===== config.mk =====
export PLATFORM = sky130hd
export DESIGN_NAME = rgb_event_arbiter
export DESIGN_NICKNAME = d
export VERILOG_FILES = /design/src/rtl/rgb_pkg.sv /design/src/rtl/rr_pick3.sv /design/src/rtl/rgb_event_arbiter.sv
export SDC_FILE = /design/constraint.sdc
export NUM_CORES = 1
export LEC_CHECK = 0
export CORE_AREA = 4 4 55 70
export DETAILED_ROUTE_END_ITERATION = 7
export DIE_AREA = 0 0 59 74
export PLACE_DENSITY_LB_ADDON = 0.08
export SLEW_MARGIN = 10
export SYNTH_ARGS = -nofsm -noshare
export SYNTH_HDL_FRONTEND = slang
export SYNTH_SLANG_ARGS = --single-unit

===== constraint.sdc =====
create_clock -name CLK -period 3 [get_ports CLK]
set_input_delay 0.45 -clock CLK [delete_from_list [all_inputs] [get_ports CLK]]
set_output_delay 0.45 -clock CLK [all_outputs]
set_load 0.1 [all_outputs]

===== src/rtl/rgb_pkg.sv =====
// Shared definitions for the RGB event arbiter: state encoding, sizes, colour
// bit offsets and small index helpers.
package rgb_pkg;

  localparam int unsigned NUM_SRC = 3;
  localparam int unsigned LED_W   = 12;

  // Colour bit offsets inside each 3-bit LED group (LED k+1 at bits 3k..3k+2)
  localparam int unsigned BIT_B = 0;
  localparam int unsigned BIT_G = 1;
  localparam int unsigned BIT_R = 2;

  // Arbiter FSM state encoding
  typedef logic [1:0] state_t;
  localparam state_t StIdle  = 2'd0;
  localparam state_t StGrant = 2'd1;
  localparam state_t StGap   = 2'd2;

  // Next index in the round-robin ring 0 -> 1 -> 2 -> 0
  function automatic logic [1:0] rr_next(input logic [1:0] cur);
    case (cur)
      2'd0:    rr_next = 2'd1;
      2'd1:    rr_next = 2'd2;
      default: rr_next = 2'd0;
    endcase
  endfunction

  // Index of a one-hot source vector; non-one-hot input maps to 0
  function automatic logic [1:0] onehot_to_idx(input logic [NUM_SRC-1:0] oh);
    case (oh)
      3'b010:  onehot_to_idx = 2'd1;
      3'b100:  onehot_to_idx = 2'd2;
      default: onehot_to_idx = 2'd0;
    endcase
  endfunction

endpackage


===== src/rtl/rr_pick3.sv =====
// Three-way round-robin picker: chooses the first pending source after
// last_grant in ring order and returns it one-hot.
module rr_pick3
  import rgb_pkg::*;
(
  input  logic [NUM_SRC-1:0] pending_i,
  input  logic [1:0]         last_grant_i,
  output logic [NUM_SRC-1:0] pick_o,
  output logic               valid_o
);

  logic [1:0] idx;

  // Walk the ring starting just after the last owner; first hit wins
  always_comb begin
    pick_o = '0;
    idx    = last_grant_i;
    for (int k = 0; k < 3; k++) begin
      idx = rr_next(idx);
      if ((pick_o == '0) && pending_i[idx]) begin
        pick_o[idx] = 1'b1;
      end
    end
  end

  assign valid_o = |pending_i;

endmodule


===== src/rtl/rgb_event_arbiter.sv =====
// Arbitrates three button-event sources for a shared 4-LED RGB bank. Each
// button rising edge queues a request; owners hold the bank for HOLD_CYCLES
// cycles (re-pressing the owner's button extends it), followed by a one-cycle
// blank gap before the next owner is picked round-robin.
module rgb_event_arbiter
  import rgb_pkg::*;
#(
  parameter int unsigned HOLD_CYCLES = 1000
) (
  input  logic               CLK,
  input  logic               RST,
  input  logic [NUM_SRC-1:0] req,
  input  logic [LED_W-1:0]   src0_led,
  input  logic [LED_W-1:0]   src1_led,
  input  logic [LED_W-1:0]   src2_led,
  output logic [LED_W-1:0]   led_out,
  output logic [NUM_SRC-1:0] grant,
  output logic               busy
);

  localparam int unsigned   CntW    = $clog2(HOLD_CYCLES);
  localparam logic [CntW-1:0] CntLoad = CntW'(HOLD_CYCLES - 1);

  state_t             state_q, state_d;
  logic [NUM_SRC-1:0] req_q, req_d;
  logic [NUM_SRC-1:0] pending_q, pending_d;
  logic [NUM_SRC-1:0] grant_q, grant_d;
  logic [CntW-1:0]    cnt_q, cnt_d;
  logic [1:0]         last_q, last_d;

  logic [NUM_SRC-1:0] rise;
  logic [NUM_SRC-1:0] pick;
  logic               pick_valid;

  assign rise  = req & ~req_q;
  assign req_d = req;

  rr_pick3 u_pick (
    .pending_i    (pending_q),
    .last_grant_i (last_q),
    .pick_o       (pick),
    .valid_o      (pick_valid)
  );

  // Next-state logic: request capture, ownership, hold counter, gap
  always_comb begin
    state_d   = state_q;
    grant_d   = grant_q;
    cnt_d     = cnt_q;
    last_d    = last_q;
    pending_d = pending_q | rise;
    case (state_q)
      StIdle: begin
        if (pick_valid) begin
          grant_d   = pick;
          cnt_d     = CntLoad;
          state_d   = StGrant;
          // Granting consumes the request, even if it re-rose this cycle
          pending_d = pending_d & ~pick;
        end
      end
      StGrant: begin
        // Owner re-press extends ownership instead of queueing again
        pending_d = pending_q | (rise & ~grant_q);
        if (|(rise & grant_q)) begin
          cnt_d = CntLoad;
        end else if (cnt_q == '0) begin
          state_d = StGap;
          grant_d = '0;
          last_d  = onehot_to_idx(grant_q);
        end else begin
          cnt_d = cnt_q - 1'b1;
        end
      end
      StGap: begin
        state_d = StIdle;
      end
      default: begin
        state_d = StIdle;
        grant_d = '0;
      end
    endcase
  end

  // State registers with synchronous reset; last_grant=2 puts source 0 first
  always_ff @(posedge CLK) begin
    if (RST) begin
      state_q   <= StIdle;
      req_q     <= '0;
      pending_q <= '0;
      grant_q   <= '0;
      cnt_q     <= '0;
      last_q    <= 2'd2;
    end else begin
      state_q   <= state_d;
      req_q     <= req_d;
      pending_q <= pending_d;
      grant_q   <= grant_d;
      cnt_q     <= cnt_d;
      last_q    <= last_d;
    end
  end

  // LED mux driven from the registered grant; blank when nobody owns the bank
  always_comb begin
    led_out = ({LED_W{grant_q[0]}} & src0_led)
            | ({LED_W{grant_q[1]}} & src1_led)
            | ({LED_W{grant_q[2]}} & src2_led);
  end

  assign grant = grant_q;
  assign busy  = (state_q == StGrant) || (state_q == StGap);

endmodule


# Yosys cells after proc, flatten, opt, wreduce, memory -nomap -nowiden

Cells that the tools add are included.

Memories: 0
Memory bits (writable): 0
Output and inout port bits: 16
ROM bits: 0
Bits in latches: 0
Flip-flop bits (word level): 23
Word-level logic and storage cells: 95

Multiplexer cells: 33
Equality and inequality tests: 11
Divide/modulo/power cells: 0
Shift-type cells: 0
Multiply operators: 0
Bitwise operators: 18
Reduce and logical (&&, ||, !) cells: 20
Add/subtract/negate cells: 1
Magnitude comparators: 6

Operator list:

| cell                  | number |
|---|---|
| $and 12x12->12        | 3 |
| $mux 10               | 3 |
| $or 12x12->12         | 2 |
| $mux 3                | 7 |
| $pmux 10 s2           | 1 |
| $pmux 2 s2            | 5 |
| $and 3x3->3           | 4 |
| $or 3x3->3            | 4 |
| $logic_not 10->1      | 1 |
| $sub 10x1->10 const B | 1 |
| $lt 2x3->1 const B    | 3 |
| $not 3->3             | 3 |
| $pmux 3 s3            | 1 |
| $reduce_and 3->1      | 3 |
| $eq 2x1->1 const B    | 4 |
| $logic_not 2->1       | 4 |
| $bmux 1 s2            | 3 |
| $demux 1 s2           | 3 |
| $ge 2x1->1 const B    | 3 |
| $logic_not 3->1       | 2 |
| $mux 1                | 6 |
| $mux 2                | 3 |
| $ne 2x2->1 const B    | 3 |
| $pmux 3 s2            | 1 |
| other kinds (10)      | 16 |

# Logic depth before layout (Yosys ltp)

Gate-level depths: netlist of run 1.

Depth after elaboration: 17
Depth in mapped cells: 8
Depth with buffers taken out: 7

# Modules after synthesis

A second synthesis of run 1 with hierarchy kept.

Cell total of the unflattened synthesis: 189
Area, all modules: 1480.2 um2

Modules (own cells, without submodules):

| module            | cells an instance | sequential area each (um2) | times used | area each (um2) |
|---|---|---|---|---|
| rgb_event_arbiter | 179               | 460.4                      | 1          | 1413.9 |
| rr_pick3          | 10                | 0.0                        | 1          | 66.3 |

# Least setup slack after synthesis of run 1

No wires, ideal clock.

Path type: register -> output
Start: register grant_q[1] (netlist: grant[1])
End: output led_out[10]
Arrival: 2.256 ns
Data required time: 2.550 ns
Buffers on the path: 2
Cell stages (with the launch flop): 5
Setup slack: 0.294 ns
Cells stage by stage: dfxtp_1 clkbuf_1 clkbuf_1 a222oi_1 inv_1

Cells in the longest elaborated chain, start to end: 3

RTL lines:

| what                   | RTL line                 | RTL |
|---|---|---|
| start, declared        | rgb_event_arbiter.sv:27  | `logic [NUM_SRC-1:0] grant_q, grant_d;` |
| start signal, assigned | rgb_event_arbiter.sv:98  | `grant_q <= grant_d;` |
| $and 12x12->12         | rgb_event_arbiter.sv:107 | `\| ({LED_W{grant_q[1]}} & src1_led)` |
| $or 12x12->12          | rgb_event_arbiter.sv:107 |  |
| $or 12x12->12          | rgb_event_arbiter.sv:108 | `\| ({LED_W{grant_q[2]}} & src2_led);` |
| end, declared          | rgb_event_arbiter.sv:16  | `output logic [LED_W-1:0] led_out,` |

No other way between the ends.

# Worst setup path after layout of run 1

Start: register state_q[0]
End: register cnt_q[7]

Cells in the longest elaborated chain, start to end: 3
Elaborated cells between the ends (all ways): 7
Classes of those cells: eq/ne: 3; mux: 1; reduce/logical: 3

RTL lines:

| what                                                 | RTL line                | RTL |
|---|---|---|
| start, declared                                      | rgb_event_arbiter.sv:24 | `state_t state_q, state_d;` |
| start signal, assigned                               | rgb_event_arbiter.sv:88 | `state_q <= StIdle;` |
| start signal, assigned                               | rgb_event_arbiter.sv:95 | `state_q <= state_d;` |
| $eq 2x1->1 / $logic_not 2->1 (equally long branches) | rgb_event_arbiter.sv:52 | `case (state_q)` |
| $ne 3x3->1 (no source line) (tied with other cells)  | -                       |  |
| $reduce_and 3->1 (no source line)                    | -                       |  |
| end signal, assigned                                 | rgb_event_arbiter.sv:99 | `cnt_q <= cnt_d;` |
| end, declared                                        | rgb_event_arbiter.sv:28 | `logic [CntW-1:0] cnt_q, cnt_d;` |

Several ways; a longest one is shown, not always the timed one.
A chain may end at the register's enable or synchronous reset.

==> results.yml, run 1 <==
outcome:
  status: "completed"
power_and_ir_drop:
  p_total_uw: 2200
  p_leak_uw: 0.000836
  ir_worst_vdd_v: 0.000790
  powerDensity_mw_per_mm2: 1090
floorplan:
  start_util_pct: 45.1
  core_area_mm2: 0.00317
  die_area_mm2: 0.00437
  die_y_um: 74
  die_w_um: 59
  io_pins: 57
  rows: 23
worst_hold_path:
  min_path_type: "reg -> reg"
timing:
  tns_ps: 0
  slew_viol_final: 0
  rsz0062_at_grt: "no"
  finClkSkew_ps: 1.35
  tightestPinTransition_ps: 651
  setup_viol: 0
  fmax_mhz: 464
  holdWs_ps: 488
  max_slew_margin_pct: 56.0
  fin_crit_ps: 2150
  fin_crit_sh_pct: 71.8
  finalHoldViolations: 0
grt:
  grt_pass1_wl_um: 7160
  antenna_found_initial: 0
  overflow: 0
  grt_max_degree: 19
  grt_pass1_vias: 1722
  grt_usage_pct: 20.7
run:
  maxCapViolCount: 0
setup_path:
  criticalPathCategory: "reg -> reg"
  worst-endpoint-required_ps: 3150
  worst_ep_arrival_time_ps: 2310
  crit_path_cell_trace: "inv_1 > ha_1 > or4b_4 > o21ai_2 > or4_2 > a21oi_1 > o32ai_1"
  startpoint_type: "register"
  cp_max_fo: 10
  cpMaxStageDelayCell: "or4_2"
  worst_setup_path_end_kind: "register"
  cp_slowest_stage_delay_ps: 650
layout:
  layout.nets: 278
  area_growth_pct: 40.6
  drive_above_1_share_pct: 11.6
  antennaDiodeCount: 0
routing:
  ant_nets: 0
  viasPerCell: 5.99
  post-route-drc-count: 0
  drt-wirelength-per-cell_um: 16.4
  firstDrtPassIters: 4
  wl_um: 4420
  vias: 1611
  drt-initial-drc-count: 122
logic_synthesis:
  ys_top_cells_by_area: "dfxtp_1 (32%), a222oi_1 (8.4%), a21oi_1 (6.7%)"
  synth-edff-count: 0
  synth_top_area_share_pct: 32.2
  yosys_most_used_dff: "dfxtp_1"
  synth-seq-area-share_pct: 32.2
  avgSynthCellArea_um2: 7.89
  ys_ff_latch: 23
  yosys_warnings: 0
  yosys.area.top_type: "dfxtp_1"
  syn_area_mm2: 0.00143
  synthArstFlopShare_pct: 0
  synth_cell_types: 38
  syn_inst: 181
  synth_nets: 226
clock_network:
  cts_buffer_depth: 2
  cts_made_buffers: 3
  cts_setup_buffers: 0
  h-tree-depth: 1
  hold_buffers: 0
  clk_pin_slew_ps: 90
  clk_latency_ps: 270
  ctsRootBufferMaster: "clkbuf_8"
  cts.sinks: 23
  cts_tree: "done"
  cts_resized: 0
place:
  io_buffers: 56
  hpwl_um: 3430
  place_congestion: 0.929
-- power breakdown --
group | switching (uW) | leakage, uW | internal (uW) | total, uW
sequential | 154 | 0.000190 | 392 | 546
combinational | 1010 | 0.000621 | 448 | 1460
clock | 105 | 0.0000255 | 92.9 | 198
-- final timing paths --
check / start / to / slack, ps / cells after the start
max: state_q[0]$_SDFFE_PP0P_ / cnt_q[7]$_SDFFE_PP0P_ / 850 / 7
min: cnt_q[0]$_SDFFE_PP0P_ / cnt_q[0]$_SDFFE_PP0P_ / 490 / 1
max reg2reg: state_q[0]$_SDFFE_PP0P_ / cnt_q[7]$_SDFFE_PP0P_ / 850 / 7
min reg2reg: cnt_q[0]$_SDFFE_PP0P_ / cnt_q[0]$_SDFFE_PP0P_ / 490 / 1
-- layout by cell type, fill, tap and decap left out, types with 2 or more instances in the layout --
cell type	n
o2bb2ai_1	3
nor3b_1	2
a311oi_1	2
nand3b_1	6
o21ai_0	8
a21oi_1	19
nand2b_1	3
nor2_1	16
dfxtp_1	23
nor3_1	7
o22ai_1	3
nand3_1	5
a222oi_1	12
nand2_1	8
nor4_1	2
clkdlybuf4s50_1	40
nand4_1	2
buf_4	17
inv_1	20
clkbuf_8	3
a211oi_1	4
nor2b_1	6
ha_1	4
-- cell usage after synthesis (3+ instances only) --
| master | count |
|---|---|
| a211oi_1 | 4 |
| a21oi_1 | 19 |
| a222oi_1 | 12 |
| clkbuf_1 | 8 |
| dfxtp_1 | 23 |
| ha_1 | 4 |
| inv_1 | 20 |
| nand2_1 | 8 |
| nand2b_1 | 3 |
| nand3_1 | 5 |
| nand3b_1 | 6 |
| nor2_1 | 16 |
| nor2b_1 | 6 |
| nor3_1 | 7 |
| o21ai_0 | 8 |
| o22ai_1 | 3 |
| o2bb2ai_1 | 3 |
-- logic make-up after synthesis --
logic type | synth area share (%)
AOI/OAI and AO/OA | 27.5
adders and majority gates | 3.50
buffers and inverters | 8.06
DFF | 32.2
and+or+nand+nor | 28.7
-- area by class of cell --
cell class                 instances  area, um2
multi-input combinational        128        853
sequential                        23        460
timing repair buffer              57        528
clock inverter                     1       5.00
clock buffer                       3       41.3
inverter                          20       75.1
fill                             271       1160
tap                               37       46.3
-- worst max-delay path: cells and delay by family, from the launching register on --
family | cells | cell delay [ps]
buffers and inverters | 1 | 80
adder cells (fa/ha/maj) | 1 | 320
AO/OA/AOI/OAI | 3 | 360
flip-flops | 1 | 370
AND/OR/NAND/NOR | 2 | 920
-- registers in the layout, summed over array words and instances (netlist names) --
name and count:
cnt_q 10, grant 3, last_q 2, pending_q 3
state_q 2, req_q 3
-- per-layer routing --
| layer | vias up | GRT usage, % | part of all wire, % |
|---|---|---|---|
| met3 | 2 | 5.03 | 6.6 |
| met1 | 759 | 20.3 | 37 |
| met5 | - | 0 | 0 |
| met2 | 67 | 40.7 | 56 |
| li1 | 783 | - | - |
| met4 | 0 | 8.06 | 0.29 |
-- stage by stage --
stage	util (%)	instance area, um2	instances	setup WS (ps)
6_report	63.5	2010	269	845
5_1_grt	63.5	2010	269	732
4_1_cts	63.5	2010	269	849
3_5_place_dp	62.0	1960	265	869
3_3_place_gp	62.0	1960	265	881
2_1_floorplan	-	1430	181	294
(Power assumes the default switching activity.)
==> run 2: changes to the inputs <==
--- a/config.mk
+++ b/config.mk
@@ -5,9 +5,9 @@
 export SDC_FILE = /design/constraint.sdc
 export NUM_CORES = 1
 export LEC_CHECK = 0
-export CORE_AREA = 4 4 55 70
+export CORE_AREA = 4 4 60 75
 export DETAILED_ROUTE_END_ITERATION = 7
-export DIE_AREA = 0 0 59 74
+export DIE_AREA = 0 0 64 79
 export PLACE_DENSITY_LB_ADDON = 0.08
 export SLEW_MARGIN = 10
 export SYNTH_ARGS = -nofsm -noshare
==> constraint.sdc (replaced) <==
create_clock -name CLK -period 1.9 [get_ports CLK]
set_input_delay 0.285 -clock CLK [delete_from_list [all_inputs] [get_ports CLK]]
set_output_delay 0.285 -clock CLK [all_outputs]
set_load 0.1 [all_outputs]
==> run 2 against run 1 <==
Compared with the run above:
- final area rose by 18%
- combinational power rose by 100%
- wire length rose by 2.1%
- maximum frequency rose by 19%
- via count rose by 3.5%
- core utilization fell by 0.73 points
- largest power group unchanged
==> results.yml, run 2 (synthesis gave the netlist of run 1 again) <==
outcome:
  status: "completed"
setup_path:
  startpoint_type: "register"
  crit_family: "simple AND/OR/NAND/NOR gates"
  reg2regPathDepth: 5
  cp.depth: 5
  crit_path_cell_trace: "or4_4 > nor3b_4 > o21ai_1 > a21oi_1 > a311oi_1"
  cp_max_fo: 8
  cp_slowest_stage_delay_ps: 610
  r2r_slack_ps: 80
  crit_start: "cnt_q[5]$_SDFFE_PP0P_"
  cpMaxStageDelayCell: "or4_4"
  worst_ep_arrival_time_ps: 1950
  worst-endpoint-required_ps: 2030
  worstReg2RegStart: "cnt_q[5]$_SDFFE_PP0P_"
  worstReg2RegEnd: "cnt_q[5]$_SDFFE_PP0P_"
  cp-endpoint: "cnt_q[5]$_SDFFE_PP0P_"
  crit_buf_inv: 0
  criticalPathCategory: "reg -> reg"
  worst_setup_path_end_kind: "register"
timing:
  tns_ps: 0
  max_slew_margin_pct: 75.1
  worst_slack_ps: 82.3
  fmax_mhz: 550
  fin_crit_ps: 1820
  slew_viol_final: 0
  setup_viol: 0
  fin_crit_sh_pct: 95.7
  finalHoldViolations: 0
  finClkSkew_ps: 1.85
  rsz0062_at_grt: "no"
  tightestPinTransition_ps: 373
layout:
  antennaDiodeCount: 0
  area_growth_pct: 66.2
  fin_cells: 299
  largest_register: "cnt_q"
  layout.nets: 291
  largest_reg_flops: 10
  final_common_cell: "clkdlybuf4s50_1"
  drive_above_1_share_pct: 24.5
  layout_common_cells: "clkdlybuf4s50_1 (40), a21oi_1 (18), dfxtp_1 (18)"
grt:
  grt_pass1_vias: 1661
  grt_max_degree: 19
  overflow: 0
  grt_pass1_wl_um: 7430
  antenna_found_initial: 0
  grt_usage_pct: 18.3
floorplan:
  die_y_um: 79
  io_pins: 57
  core_area_mm2: 0.00378
  start_util_pct: 37.8
  rows: 25
  die_area_mm2: 0.00506
  die_w_um: 64
clock_network:
  cts_buffer_depth: 2
  h-tree-depth: 1
  cts_tree: "done"
  cts.sinks: 23
  cts_made_buffers: 3
  ctsRootBufferMaster: "clkbuf_8"
  clk_latency_ps: 270
  hold_buffers: 0
  clk_pin_slew_ps: 80
place:
  hpwl_um: 3600
  place_congestion: 0.881
  place_inst: 289
  place_ws_ps: 64.5
  io_buffers: 56
routing:
  viasPerCell: 5.58
  drt-wirelength-per-cell_um: 15.1
  wl_um: 4520
  drt-initial-drc-count: 173
  post-route-drc-count: 0
  firstDrtPassIters: 4
  ant_nets: 0
  vias: 1668
worst_hold_path:
  min_path_type: "reg -> reg"
power_and_ir_drop:
  ir_worst_vdd_v: 0.000890
  powerDensity_mw_per_mm2: 1750
  p_leak_uw: 0.000930
run:
  maxCapViolCount: 0
[run 2: worst min-delay path by stage]
stage / from / endpoint / slack, ps / cells after the start
after floorplan: req[0] / req_q[0]$_SDFF_PP0_ / 410 / 1
after global placement: cnt_q[0]$_SDFFE_PP0P_ / cnt_q[0]$_SDFFE_PP0P_ / 480 / 1
after detailed placement: cnt_q[0]$_SDFFE_PP0P_ / cnt_q[0]$_SDFFE_PP0P_ / 500 / 1
after CTS: cnt_q[0]$_SDFFE_PP0P_ / cnt_q[0]$_SDFFE_PP0P_ / 510 / 1
after global routing: cnt_q[0]$_SDFFE_PP0P_ / cnt_q[0]$_SDFFE_PP0P_ / 490 / 1
final: cnt_q[0]$_SDFFE_PP0P_ / cnt_q[0]$_SDFFE_PP0P_ / 460 / 1
[run 2: final cells by class]
class                           instances  area [um2]
Inverter                               20        75.1
Multi-Input combinational cell        129         893
Tap cell                               54        67.6
Clock inverter                          1        5.00
Fill cell                             332        1410
Timing Repair Buffer                   69         818
Sequential cell                        23         474
Clock buffer                            3        41.3
[run 2: per-stage QoR]
stage	total power (uW)	utilization (%)	instance area [um2]	hold WS [ps]
after floorplan	2710	-	1460	413
after global placement	3640	59.8	2260	482
after detailed placement	3670	59.8	2260	502
after CTS	3990	61.0	2310	514
after global routing	4400	62.7	2370	489
final	4150	62.7	2370	461
[run 2: repair_timing]
item	in CTS	in global routing
buffers inserted	0	5
endpoints found under the setup margin	0	10
resized for setup	0	9
[run 2: where the power goes]
part / total, uW / internal, uW / switching [uW] / leakage (uW)
sequential: 891 / 632 / 259 / 0.000193
clock: 304 / 147 / 157 / 0.0000255
combinational: 2960 / 1200 / 1760 / 0.000712
[run 2: metal layers]
layer	vias to the layer above	GRT usage, %	wire length [um]
met5	-	0	0
met4	0	8.21	102
met3	10	4.10	283
met2	62	32.6	2340
met1	788	20.5	1790
li1	808	-	-
